===== config.mk =====
export PLATFORM = sky130hd
export DESIGN_NAME = voice_mixer_sched_flat
export DESIGN_NICKNAME = d
export VERILOG_FILES = /design/src/rtl/voice_mixer_sched_if.sv /design/src/rtl/voice_mixer_sched.sv /design/src/flat_wrapper.sv
export SDC_FILE = /design/constraint.sdc
export NUM_CORES = 1
export LEC_CHECK = 0
export BUFFER_PORTS_ARGS = -buffer_cell sky130_fd_sc_hd__buf_4
export CAP_MARGIN = 20
export CORE_ASPECT_RATIO = 1.1
export CORE_MARGIN = 4
export CORE_UTILIZATION = 60
export CTS_CLUSTER_DIAMETER = 30
export DETAILED_ROUTE_END_ITERATION = 10
export PLACE_DENSITY_LB_ADDON = 0.12
export SLEW_MARGIN = 20
export SYNTH_ARGS = -nofsm -noshare
export SYNTH_HDL_FRONTEND = slang
export SYNTH_SLANG_ARGS = --single-unit

===== constraint.sdc =====
create_clock -name clk -period 4.8 [get_ports clk]
set_input_delay 0.96 -clock clk [delete_from_list [all_inputs] [get_ports clk]]
set_output_delay 0.96 -clock clk [all_outputs]
set_load 0.02 [all_outputs]

===== src/rtl/voice_mixer_sched_if.sv =====
// Wavetable ROM read bus: the voice scheduler drives address/enable (master),
// a synchronous ROM returns data one cycle after enable (slave).
interface voice_mixer_sched_if #(
  parameter int ADDR_W   = 6,
  parameter int SAMPLE_W = 8
);
  logic [ADDR_W-1:0]   rom_addr;
  logic                rom_en;
  logic [SAMPLE_W-1:0] rom_data;

  modport master (output rom_addr, output rom_en, input rom_data);
  modport slave  (input rom_addr, input rom_en, output rom_data);
endinterface


===== src/rtl/voice_mixer_sched.sv =====
// Polyphonic voice scheduler: per sample tick, walks the snapshot chord through one
// shared wavetable ROM, sums active voices into a saturated mix and advances phases.
module voice_mixer_sched #(
  parameter int NKEYS    = 8,
  parameter int PHASE_W  = 16,
  parameter int ADDR_W   = 6,
  parameter int SAMPLE_W = 8
) (
  input  logic                clk,
  input  logic                rst,
  input  logic [NKEYS-1:0]    keys,
  input  logic                sample_tick,
  input  logic                inc_wr_en,
  input  logic [2:0]          inc_wr_idx,
  input  logic [PHASE_W-1:0]  inc_wr_data,
  voice_mixer_sched_if.master rom,
  output logic [SAMPLE_W-1:0] wave,
  output logic                wave_valid,
  output logic                busy,
  output logic                overrun
);
  localparam int IDX_W = 3;
  localparam int ACC_W = SAMPLE_W + 3;
  localparam logic [IDX_W-1:0] LAST_IDX = IDX_W'(NKEYS - 1);

  typedef enum logic [1:0] {
    IDLE  = 2'd0,
    SCAN  = 2'd1,
    DRAIN = 2'd2,
    DONE  = 2'd3
  } state_t;

  state_t              state_r, state_s;
  logic [IDX_W-1:0]    idx_r, idx_s;
  logic [NKEYS-1:0]    chord_r, chord_s;
  logic                busy_r, busy_s;
  logic [SAMPLE_W-1:0] wave_r, wave_s;
  logic                wave_valid_r, wave_valid_s;
  logic                acc_clr_s;
  logic [ACC_W-1:0]    acc_r;
  logic                rom_en_s, rom_en_d_r;
  logic [ADDR_W-1:0]   rom_addr_s;
  logic                overrun_r;
  logic [PHASE_W-1:0]  phase_r [NKEYS];
  logic [PHASE_W-1:0]  inc_r   [NKEYS];

  function automatic logic [SAMPLE_W-1:0] saturate(input logic [ACC_W-1:0] a);
    if (|a[ACC_W-1:SAMPLE_W]) return {SAMPLE_W{1'b1}};
    else return a[SAMPLE_W-1:0];
  endfunction

  // Sequencer next state and next values of the registered outputs
  always_comb begin
    state_s      = state_r;
    idx_s        = idx_r;
    chord_s      = chord_r;
    busy_s       = busy_r;
    wave_s       = wave_r;
    wave_valid_s = 1'b0;
    acc_clr_s    = 1'b0;
    case (state_r)
      IDLE: begin
        if (sample_tick) begin
          state_s   = SCAN;
          chord_s   = keys;
          idx_s     = '0;
          busy_s    = 1'b1;
          acc_clr_s = 1'b1;
        end else begin
          state_s = IDLE;
        end
      end
      SCAN: begin
        idx_s = idx_r + 3'd1;
        if (idx_r == LAST_IDX) state_s = DRAIN;
        else state_s = SCAN;
      end
      DRAIN: state_s = DONE;
      DONE: begin
        state_s      = IDLE;
        wave_s       = saturate(acc_r);
        wave_valid_s = 1'b1;
        busy_s       = 1'b0;
      end
      default: state_s = IDLE;
    endcase
  end

  // ROM request for the key in the current scan slot
  always_comb begin
    rom_en_s   = 1'b0;
    rom_addr_s = '0;
    if (state_r == SCAN) begin
      rom_en_s   = chord_r[idx_r];
      rom_addr_s = phase_r[idx_r][PHASE_W-1 -: ADDR_W];
    end else begin
      rom_en_s   = 1'b0;
      rom_addr_s = '0;
    end
  end

  // Control registers, accumulator and output registers
  always_ff @(posedge clk) begin
    if (rst) begin
      state_r      <= IDLE;
      idx_r        <= '0;
      chord_r      <= '0;
      busy_r       <= 1'b0;
      wave_r       <= '0;
      wave_valid_r <= 1'b0;
      overrun_r    <= 1'b0;
      rom_en_d_r   <= 1'b0;
      acc_r        <= '0;
    end else begin
      state_r      <= state_s;
      idx_r        <= idx_s;
      chord_r      <= chord_s;
      busy_r       <= busy_s;
      wave_r       <= wave_s;
      wave_valid_r <= wave_valid_s;
      overrun_r    <= sample_tick && (state_r != IDLE);
      rom_en_d_r   <= rom_en_s;
      // rom_en_d_r marks the cycle in which the synchronous ROM presents data
      if (acc_clr_s) acc_r <= '0;
      else if (rom_en_d_r) acc_r <= acc_r + ACC_W'(rom.rom_data);
    end
  end

  // Per-key phase accumulators and configuration-side increments
  always_ff @(posedge clk) begin
    if (rst) begin
      for (int k = 0; k < NKEYS; k++) begin
        phase_r[k] <= '0;
        inc_r[k]   <= '0;
      end
    end else begin
      if (inc_wr_en) inc_r[inc_wr_idx] <= inc_wr_data;
      if (state_r == SCAN) begin
        if (chord_r[idx_r]) phase_r[idx_r] <= phase_r[idx_r] + inc_r[idx_r];
        else phase_r[idx_r] <= '0;
      end
    end
  end

  assign rom.rom_en   = rom_en_s;
  assign rom.rom_addr = rom_addr_s;
  assign wave         = wave_r;
  assign wave_valid   = wave_valid_r;
  assign busy         = busy_r;
  assign overrun      = overrun_r;
endmodule


===== src/flat_wrapper.sv =====
// flat-port wrapper written by rule: the top's interface ports become plain ports
module voice_mixer_sched_flat 
#(
  parameter int NKEYS    = 8,
  parameter int PHASE_W  = 16,
  parameter int ADDR_W   = 6,
  parameter int SAMPLE_W = 8
)
  (clk, rst, keys, sample_tick, inc_wr_en, inc_wr_idx, inc_wr_data, wave, wave_valid, busy, overrun, rom_rom_addr, rom_rom_en, rom_rom_data);
  voice_mixer_sched_if #(.ADDR_W(ADDR_W), .SAMPLE_W(SAMPLE_W)) rom_i ();
  input  logic clk;
  input  logic rst;
  input  logic [NKEYS-1:0] keys;
  input  logic sample_tick;
  input  logic inc_wr_en;
  input  logic [2:0] inc_wr_idx;
  input  logic [PHASE_W-1:0] inc_wr_data;
  output logic [SAMPLE_W-1:0] wave;
  output logic wave_valid;
  output logic busy;
  output logic overrun;
  output wire logic [$bits(rom_i.rom_addr)-1:0] rom_rom_addr;
  output wire logic [$bits(rom_i.rom_en)-1:0] rom_rom_en;
  input wire logic [$bits(rom_i.rom_data)-1:0] rom_rom_data;
  assign rom_rom_addr = rom_i.rom_addr;
  assign rom_rom_en = rom_i.rom_en;
  assign rom_i.rom_data = rom_rom_data;
  voice_mixer_sched #(.NKEYS(NKEYS), .PHASE_W(PHASE_W), .ADDR_W(ADDR_W), .SAMPLE_W(SAMPLE_W)) u_core (.clk(clk), .rst(rst), .keys(keys), .sample_tick(sample_tick), .inc_wr_en(inc_wr_en), .inc_wr_idx(inc_wr_idx), .inc_wr_data(inc_wr_data), .rom(rom_i), .wave(wave), .wave_valid(wave_valid), .busy(busy), .overrun(overrun));
endmodule

* After elaboration in Yosys (flattened, before gate mapping)
Memories as Yosys holds them, arrays and structs flattened. A register that Yosys moved wholly into a read port is not among the register bits. Index checks and enable logic that the tools add are counted.
Word-level totals: flip-flop bits (word level) 36, memory bits (writable) 256, bits of input ports 39, output and inout port bits 18, memories 2
Memory list:
- u_core.inc_r | depth 8, width 16, rd ports 1, clocked after Yosys merged registers in 1, write ports 8, line voice_mixer_sched.sv:45 | logic [PHASE_W-1:0] inc_r [NKEYS];
- u_core.phase_r | depth 8, width 16, rd ports 1, clocked after Yosys merged registers in 1, write ports 8, line voice_mixer_sched.sv:44 | logic [PHASE_W-1:0] phase_r [NKEYS];
Cells by class: add/sub/neg operators 3, order comparisons 1, eq/ne operators 5, multiplexer cells 39, bitwise logic cells 1, reductions and logical operators 12
Operators by type and width (number):
- two-way mux 16 bit | 3
- OR reduction 16 bit | 2
- two-way mux 1 bit | 22
- two-way mux 3 bit | 7
- adder 16 bit | 1
- adder 11 x 8 -> 11 bit | 1
- two-way mux 8 bit | 1
- one-hot mux 2 bit (4 select lines) | 1
- two-way mux 6 bit | 1
- one-hot mux 3 bit (2 select lines) | 1
- AND reduction 2 bit | 3
- nonzero test 2 bit | 3
- == test 2 bit, second input constant | 2
- less-than comparator 3 x 4 -> 1 bit, second input constant | 1
- adder 3 x 1 -> 3 bit, second input constant | 1
- binary-select mux 1 bit (select 3 bit) | 1
- == test 3 bit, second input constant | 1
- OR reduction 3 bit | 1
- == test 2 x 1 -> 1 bit, second input constant | 1
- zero test 2 bit | 1
- two-way mux 2 bit | 1
- != test 2 bit, second input constant | 1
- one-hot mux 1 bit (2 select lines) | 1
- OR reduction 2 bit | 1
- 2 further kinds | 2

* Depth between registers and ports, before layout
Gate-level depths: netlist (run 1).
word-level depth 9, depth in mapped cells 13, depth with buffers taken out 10

* Worst setup path before layout (run 1)
No wires, ideal clock.
path type register to register, start register (tool-made name), end memory u_core.phase_r[1][12], data pin, library setup time 0.273 ns, data arrival time 3.970 ns, data required time 4.527 ns, slack 0.557 ns, cell stages (with the launch flop) 14, path buffers 3, period minus slack after synthesis 4.243 ns, cells stage by stage dfxtp_1 buf_2 buf_2 buf_2 mux4_2 mux2_2 ha_1 fa_1 a21o_2 a221o_2 a31o_1 a31o_1 a211oi_4 nor3_1
RTL lines (line):
- to (decl) | voice_mixer_sched.sv:44

==> results of run 1 <==
-- registers in the layout, indices dropped and copies added (netlist names), named ones only --
name and flops:
u_core.inc_r 128, u_core.state_r 1, u_core.phase_r 128, u_core.wave 8, u_core.rom_en_d_r 1, u_core.idx_r 3, u_core.busy 1, u_core.acc_r 11
u_core.chord_r 8, u_core.overrun 1, u_core.wave_valid 1
-- cells in the final DEF, fill, tap and decap left out, types with 7 or more instances in the layout --
master and n:
a21oi_1 35, and2_1 136, buf_4 71, clkbuf_1 9, clkbuf_16 51, clkinv_1 11, dfxtp_1 36, edfxtp_1 256
ha_1 25, mux2_2 30, mux2i_1 7, mux4_2 66, nand2_1 48, nand2b_1 16, nand3_1 18, nor2_1 153
nor2b_1 7, nor3_1 25, o21ai_0 15, o22ai_1 7, or2_2 8, xnor2_1 11, xor2_1 9
-- layer usage --
metal	track usage	part of all wire	up-vias
met5	0	0	-
met4	0.07373	0.020	0
met3	0.04370	0.066	55
met2	0.4270	0.50	343
met1	0.3480	0.41	4377
li1	-	-	4022
-- kinds of logic (layout without fill, tap and decap cells) --
family | count (synthesis) | in the layout | synth area share
compound gates | 91 | 91 | 0.04246
simple gates | 444 | 444 | 0.1619
mux | 103 | 103 | 0.1353
buf+inv | 58 | 171 | 0.01636
xor+xnor | 21 | 21 | 0.01368
flops | 295 | 295 | 0.6050
fa+ha+maj | 27 | 27 | 0.02521
-- path summary, 6_finish.rpt --
path | endpoint | slack [ps] | depth (start not counted)
hold reg to reg | u_core.chord_r[3] | 450 | 2
setup reg to reg | u_core.phase_r[0][12] | 700 | 10
setup / recovery | u_core.phase_r[0][12] | 700 | 10
hold / removal | u_core.chord_r[3] | 450 | 2
-- final cells by class --
cell class / instances / area, µm² / area share
multi-input combinational: 686 / 5310 / 0.3246
inverter: 6 / 22.52 / 0.001377
sequential: 295 / 8474 / 0.5181
timing repair buffer: 73 / 573.1 / 0.03503
clock buffer: 61 / 1324 / 0.08092
tap: 300 / 375.4 / 0.02295
clock inverter: 31 / 279.0 / 0.01706
-- critical path, stage by stage, from the launching register on --
cell	delay, ps
dfxtp_4	660
mux4_2	580
mux2_2	280
ha_1	230
fa_1	410
a21o_2	240
a221o_2	390
a31o_1	240
a31o_1	250
a211oi_4	410
nor3_1	110
-- per-stage QoR --
stage / cell area, µm² / hold WS [ps] / instances / worst slack [ps] / power [mW]
2_1_floorplan: 14000 / 433.1 / 1039 / 557.4 / 3.540
3_3_place_gp: 14750 / 440.5 / 1360 / 739.8 / 3.759
3_5_place_dp: 14750 / 448.2 / 1360 / 714.5 / 3.777
4_1_cts: 16350 / 453.4 / 1452 / 647.8 / 7.122
5_1_grt: 16360 / 481.4 / 1452 / 455.8 / 7.329
6_report: 16360 / 453.5 / 1452 / 699.9 / 7.077
-- power by group through the flow --
stage                     Combinational, mW  Sequential, mW  Clock [mW]
final                                 0.771            2.97        3.34
after global routing                  0.841            2.98        3.51
after CTS                             0.770            2.97        3.38
after detailed placement              0.763            3.01           0
after global placement                0.752            3.01           0
after floorplan                       0.558            2.98           0
==> summary.txt, run 1 <==
Status
  • Outcome: completed

Worst setup path
  • Arrival time at the worst endpoint: 4340 ps
  • Setup CP Type: register to register
  • Worst setup SP type: register
  • Worst Setup End Kind: register
  • Critical Path RT: 5040 ps
  • CP Max Fanout: 24

Clock network
  • CTS tree: done
  • Worst skew pair latency: 540 ps
  • CTS H-Tree Depth: 2
  • Post-CTS Hold Buffers: 0
  • Post-CTS setup buffers: 0
  • CTS Buf Count: 49
  • Clk buf depth: 3
  • CTS sink cnt: 295
  • Post-CTS sizing: 0
  • CTS root buf: clkbuf_16
  • CTS clock-pin slew for the worst setup and hold paths: 50 ps

Power and ir drop
  • Cell Pwr Density: 432.6 mW/mm²
  • Leak: 5.983 nW
  • Sw Share: 0.2398
  • Net Sw Power: 1.697 mW
  • Clock share of power: 0.472
  • Power Internal: 5.380 mW
  • Reg power frac: 0.419
  • Max VDD drop: 0.3011 mV
  • Gate power share: 0.109

GRT
  • Initial antenna violation count: 0
  • Largest net degree at the start of global routing: 52
  • First-pass GRT wire length: 50,640 µm
  • Overflow after GRT: 0
  • Vias in the first global route: 9,050
  • GR Util All Layers: 0.2546

Logic synthesis
  • Dominant cells by area after synthesis: edfxtp_1 (55%), mux4_2 (11%), and2_1 (6.1%)
  • Syn_nets: 1,105
  • Asr flop ratio synth: 0
  • Primary FF master, synth: edfxtp_1
  • Most common cell in the netlist: edfxtp_1
  • Synth Warn #: 0
  • Synth Register Bits: 295
  • Area fraction of the dominant cell type after synthesis: 0.5493
  • Sequential-to-total area share from yosys stat: 0.6050
  • Count of cell types in the netlist: 57
  • Mapped Cells: 1,039
  • Synth area leader: edfxtp_1
  • Post-synth EDFFs: 256
  • Mapped Area: 0.01400 mm²
  • Post-synth top cells: edfxtp_1 (256), nor2_1 (153), and2_1 (136)
  • Mapped Avg Cell Area: 13.47 µm²

Worst hold path
  • Hold_sp: u_core.chord_r[3]
  • Min-delay worst type: register to register

STA
  • Final period util: 0.8542
  • Max Clock Skew: 17.40 ps
  • Worst rel slew slack: 0.2448
  • Final Hold Fails: 0
  • Fmax: 243.9 MHz
  • Worst-Margin Slew: 1133 ps
  • Min Tclk post-route: 4100 ps
  • Final setup viols: 0
  • Final Slew Violations: 0
  • RSZ-0062 raised after global routing: no
  • Final TNS setup: 0 ps

Cells and area
  • Filler Cell Count: 1,607
  • Fin nets: 1,177
  • Fin util: 0.7133
  • Antenna Cells: 0
  • Layout cells sized above 1: 0.2300
  • Syn-to-layout area delta: 16.88%

Floorplanning
  • Die width: 153.6 µm
  • Area of the core: 0.02293 mm²
  • Full die area: 0.02584 mm²
  • I/O pin count: 57
  • Initial Util: 0.6103
  • FP Rows: 58
  • Overall die height: 168.2 µm

Routing
  • Initial DRC Count: 807
  • Router iterations before antenna repair: 5
  • DR vias: 8,797
  • DR WL/cell: 22.19 µm
  • DRC: 0
  • DR vias/cell: 6.059
  • Antenna Nets Post-Route: 0
  • Final wirelength: 32,210 µm

Placed design
  • Dpl hpwl: 19,840 µm
  • Port-buffer cells: 56
  • GP Congestion: 0.8531

Flow run
  • Max-cap violations: 0
No activity file was read; power rests on OpenSTA's default activity.
==> run 2, diff against run 1 <==
--- a/config.mk
+++ b/config.mk
@@ -6,14 +6,14 @@
 export NUM_CORES = 1
 export LEC_CHECK = 0
 export BUFFER_PORTS_ARGS = -buffer_cell sky130_fd_sc_hd__buf_4
-export CAP_MARGIN = 20
+export CELL_PAD_IN_SITES_DETAIL_PLACEMENT = 1
+export CELL_PAD_IN_SITES_GLOBAL_PLACEMENT = 2
 export CORE_ASPECT_RATIO = 1.1
 export CORE_MARGIN = 4
-export CORE_UTILIZATION = 60
+export CORE_UTILIZATION = 44
 export CTS_CLUSTER_DIAMETER = 30
 export DETAILED_ROUTE_END_ITERATION = 10
 export PLACE_DENSITY_LB_ADDON = 0.12
-export SLEW_MARGIN = 20
 export SYNTH_ARGS = -nofsm -noshare
 export SYNTH_HDL_FRONTEND = slang
 export SYNTH_SLANG_ARGS = --single-unit
==> summary.txt, run 2 (synthesis gave the netlist of run 1 again) <==
Routing
  • DR vias: 8,837
  • Router iterations before antenna repair: 5
  • DRC: 0
  • Final wirelength: 37,270 µm
  • Initial DRC Count: 562
  • Antenna Nets Post-Route: 0
  • DR WL/cell: 23.32 µm
  • DR vias/cell: 5.530

STA
  • Final Slew Violations: 0
  • Worst-Margin Slew: 1150 ps
  • Max Clock Skew: 9.782 ps
  • Final TNS setup: 0 ps
  • Worst rel slew slack: 0.2332
  • Final period util: 0.8597
  • RSZ-0062 raised after global routing: no
  • Final Hold Fails: 0
  • Fmax: 242.3 MHz
  • Final setup viols: 0
  • Min Tclk post-route: 4127 ps

Cells and area
  • Commonest non-fill, non-tap cell in the layout: edfxtp_1
  • Final Non-Filler Cells: 1,598
  • Fin nets: 1,195
  • Filler Cell Count: 3,119
  • Biggest regs: u_core.inc_r (128), u_core.phase_r (128), u_core.acc_r (11)
  • Syn-to-layout area delta: 21.01%
  • Antenna Cells: 0
  • Layout cells sized above 1: 0.2547
  • Commonest cells after routing, fill and taps aside: edfxtp_1 (256), nor2_1 (153), and2_1 (136), buf_4 (78), mux4_2 (66)

Worst hold path
  • Worst Hold End: u_core.chord_r[0]
  • Hold depth: 2
  • Min-delay worst type: register to register
  • Hold_sp: u_core.chord_r[0]

Worst setup path
  • Worst path slowest cell: dfxtp_4
  • Critical Path RT: 5080 ps
  • Top cell by count, worst path: a31o_1
  • Worst-case reg-to-reg path depth: 10
  • Worst Setup End Kind: register
  • FF-to-FF End: u_core.phase_r[6][12]
  • CP max stage delay: 640 ps
  • Setup CP Type: register to register
  • Crit-path cells: buf_4 > mux4_2 > mux2_2 > ha_1 > a21o_1 > a221o_2 > a31o_1 > a31o_1 > a211oi_4 > nor3_1
  • Arrival time at the worst endpoint: 4400 ps
  • CP Max Fanout: 22
  • Worst setup SP type: register
  • Reg-to-reg setup timing slack: 670 ps

GRT
  • Largest net degree at the start of global routing: 51
  • Initial antenna violation count: 0
  • GR Util All Layers: 0.2192
  • First-pass GRT wire length: 57,540 µm
  • Overflow after GRT: 0
  • Vias in the first global route: 9,947

Floorplanning
  • Overall die height: 195.1 µm
  • FP Rows: 68
  • Full die area: 0.03473 mm²
  • Die width: 178.1 µm
  • Area of the core: 0.03140 mm²
  • I/O pin count: 57
  • Initial Util: 0.4458

Placed design
  • Cell count after placement: 1,486
  • Port-buffer cells: 56
  • Dpl hpwl: 23,280 µm
  • GP Congestion: 0.7476

Clock network
  • CTS sink cnt: 295
  • Post-CTS sizing: 0
  • Clk buf depth: 3
  • CTS H-Tree Depth: 2
  • Worst skew pair latency: 570 ps
  • CTS tree: done
  • CTS root buf: clkbuf_16
  • Post-CTS setup buffers: 0
  • CTS Buf Count: 61
  • Post-CTS Hold Buffers: 0
  • CTS clock-pin slew for the worst setup and hold paths: 50 ps

Power and ir drop
  • Pwr Total: 7.796 mW
  • Leak: 6.214 nW
  • Cell Pwr Density: 460.3 mW/mm²
  • Max VDD drop: 0.2740 mV

Status
  • Outcome: completed

Flow run
  • Max-cap violations: 0
[run 2: changes by cell type in the layout (fill, tap and decap cells not counted), moves of 4 or more]
cell,change
buf_4,+7
clkbuf_16,+10
clkinv_1,-4
clkinv_2,+14
nor3_1,-4
nor3_2,+4
[run 2: cell type report]
type | count | area (µm²) | area share
Multi-Input combinational cell | 686 | 5325 | 0.3144
Inverter | 6 | 22.52 | 0.001330
Clock inverter | 44 | 420.4 | 0.02482
Clock buffer | 68 | 1563 | 0.09227
Timing Repair Buffer | 79 | 605.6 | 0.03576
Tap cell | 420 | 525.5 | 0.03103
Sequential cell | 295 | 8474 | 0.5004
[run 2: how the worst max path moves through the flow]
stage | end | from | depth (start not counted)
after detailed placement | u_core.phase_r[7][12] | register | 10
final | u_core.phase_r[6][12] | register | 10
after CTS | u_core.phase_r[5][12] | register | 10
after global placement | u_core.phase_r[7][14] | register | 10
after floorplan | u_core.phase_r[1][12] | register | 13
after global routing | u_core.phase_r[7][14] | register | 10
[run 2: worst max-delay path, delay by kind of cell, from the launching register on]
family / cells / cell delay, ps
AOI/OAI and AO/OA: 5 / 1640
muxes: 2 / 810
and+or+nand+nor: 1 / 100
buffers and inverters: 1 / 280
adders and majority gates: 1 / 350
DFF: 1 / 640
[run 2: through the flow]
stage	setup WS, ps	utilization	instance area [µm²]	hold slack (ps)
after floorplan	557.4	-	14000	433.1
after global placement	752.1	0.4763	14950	444.7
after detailed placement	673.6	0.4763	14950	450.7
after CTS	646.4	0.5395	16940	456.8
after global routing	396.9	0.5395	16940	482.7
final	673.4	0.5395	16940	452.5
[run 2: power breakdown]
part / switching [mW] / internal (mW)
registers: 0.0540 / 2.92
logic: 0.497 / 0.303
clock network: 1.34 / 2.69
[run 2: routing by layer]
layer | track usage | routed length [µm]
met5 | 0 | 0
met1 | 0.2813 | 15560
met4 | 0.06132 | 900
met3 | 0.03485 | 1405
met2 | 0.3851 | 19400
==> run 3, diff against run 2 <==
--- a/config.mk
+++ b/config.mk
@@ -9,7 +9,6 @@
 export CELL_PAD_IN_SITES_DETAIL_PLACEMENT = 1
 export CELL_PAD_IN_SITES_GLOBAL_PLACEMENT = 2
 export CORE_ASPECT_RATIO = 1.1
-export CORE_MARGIN = 4
 export CORE_UTILIZATION = 44
 export CTS_CLUSTER_DIAMETER = 30
 export DETAILED_ROUTE_END_ITERATION = 10
==> summary.txt, run 3 (synthesis gave the netlist of run 1 again) <==
STA
  • Fmax: 238.6 MHz
  • Final Hold Fails: 0
  • Final period util: 0.8730
  • Min Tclk post-route: 4190 ps
  • Worst-case hold slack: 453.1 ps
  • Final Slew Violations: 0
  • Final TNS setup: 0 ps
  • Worst rel slew slack: 0.2613
  • Max Clock Skew: 32.95 ps
  • Final setup viols: 0
  • Worst-Margin Slew: 1108 ps
  • RSZ-0062 raised after global routing: no

Flow run
  • Max-cap violations: 0

Worst setup path
  • Setup CP Type: register to register
  • Arrival time at the worst endpoint: 4540 ps
  • Critical path's top delay family: compound AO/OA/AOI/OAI gates
  • Worst path slowest cell: mux4_2
  • Crit-path cells: buf_4 > mux4_2 > mux2_2 > ha_1 > and3_1 > a21boi_0 > o32ai_2 > a21oi_1 > nand4b_1 > o32ai_1
  • Worst setup SP type: register
  • Worst Path Buf+Inv: 1
  • Worst-case reg-to-reg path depth: 10
  • CP max stage delay: 540 ps
  • Critical Path RT: 5150 ps
  • Worst Setup End Kind: register
  • FF-to-FF End: u_core.phase_r[0][13]
  • Reg-to-reg setup timing slack: 610 ps
  • CP Max Fanout: 17

Cells and area
  • Biggest regs: u_core.inc_r (128), u_core.phase_r (128), u_core.acc_r (11)
  • Commonest cells after routing, fill and taps aside: edfxtp_1 (256), nor2_1 (153), and2_1 (136), buf_4 (78), clkbuf_16 (69)
  • Fin nets: 1,202
  • Syn-to-layout area delta: 23.27%
  • Commonest non-fill, non-tap cell in the layout: edfxtp_1
  • Layout cells sized above 1: 0.2538
  • Filler Cell Count: 3,137
  • Antenna Cells: 0

Power and ir drop
  • Pwr Total: 8.364 mW
  • Cell Pwr Density: 484.8 mW/mm²
  • Leak: 6.365 nW
  • Max VDD drop: 0.2849 mV

Clock network
  • CTS Buf Count: 68
  • Post-CTS Hold Buffers: 0
  • CTS tree: done
  • CTS root buf: clkbuf_16
  • Post-CTS setup buffers: 0
  • CTS clock-pin slew for the worst setup and hold paths: 50 ps
  • CTS H-Tree Depth: 3
  • Worst skew pair latency: 570 ps
  • Post-CTS sizing: 0
  • Clk buf depth: 3
  • CTS sink cnt: 295

Routing
  • Router iterations before antenna repair: 5
  • DR vias/cell: 5.525
  • Final wirelength: 37,190 µm
  • DR vias: 8,895
  • Antenna Nets Post-Route: 0
  • Met3 WL post-DR: 1406 µm
  • DRC: 0
  • Met2 wire length: 18,910 µm
  • Initial DRC Count: 530
  • Metal-1 WL: 15,760 µm
  • DR WL/cell: 23.10 µm
  • Top routing layer used: met4

Floorplanning
  • Die width: 172.1 µm
  • Initial Util: 0.4470
  • Area of the core: 0.03131 mm²
  • Overall die height: 189.1 µm
  • I/O pin count: 57
  • Full die area: 0.03253 mm²
  • FP Rows: 68

Worst hold path
  • Hold depth: 2
  • Hold_sp: u_core.chord_r[4]
  • Worst Hold End: u_core.chord_r[4]
  • Min-delay worst type: register to register

GRT
  • Initial antenna violation count: 0
  • First-pass GRT wire length: 57,800 µm
  • GR Util All Layers: 0.2431
  • Vias in the first global route: 9,813
  • Overflow after GRT: 0
  • Largest net degree at the start of global routing: 41

Placed design
  • Dpl hpwl: 22,720 µm
  • Port-buffer cells: 56
  • GP Congestion: 0.7842

Status
  • Outcome: completed
==> run 3: area by class of cell <==
class                           instances  area [µm²]  share of cell area
Clock buffer                           80        1788              0.1036
Clock inverter                         44       511.7             0.02966
Inverter                                6       22.52            0.001305
Multi-Input combinational cell        686        5325              0.3087
Sequential cell                       295        8474              0.4912
Tap cell                              420       525.5             0.03046
Timing Repair Buffer                   79       605.6             0.03510
==> run 3: per-layer routing <==
metal | vias to the layer above | global-route usage
li1 | 4065 | -
met1 | 4578 | 0.3036
met2 | 192 | 0.4127
met3 | 60 | 0.04202
met4 | 0 | 0.1052
met5 | - | 0
==> run 3: power breakdown <==
group          internal [mW]  switching, mW
logic                  0.304          0.499
registers               2.92         0.0513
clock network           3.10           1.49
==> run 3: worst max path at each step <==
stage              from               endpoint  slack [ps]  cells after the start
3_5_place_dp   register  u_core.phase_r[7][14]         660                     10
3_3_place_gp   register  u_core.phase_r[7][11]         700                     10
4_1_cts        register  u_core.phase_r[0][13]         590                     10
2_1_floorplan  register  u_core.phase_r[1][12]         560                     13
6_report       register  u_core.phase_r[0][13]         610                     10
5_1_grt        register  u_core.phase_r[0][13]         310                     10
==> run 3: metrics by stage <==
| stage | util | instances | worst slack [ps] | cell area (µm²) |
|---|---|---|---|---|
| floorplan | - | 1039 | 557.4 | 14000 |
| global placement | 0.4776 | 1486 | 703.5 | 14950 |
| detailed placement | 0.4776 | 1486 | 660.1 | 14950 |
| CTS | 0.5510 | 1610 | 592.8 | 17250 |
| global route | 0.5510 | 1610 | 308.3 | 17250 |
| finish | 0.5510 | 1610 | 609.7 | 17250 |
==> run 3: worst min-delay path, delay by kind of cell (launching register included) <==
kind	cells	cell delay, ps
DFF	1	300
and+or+nand+nor	1	50
AOI/OAI and AO/OA	1	50
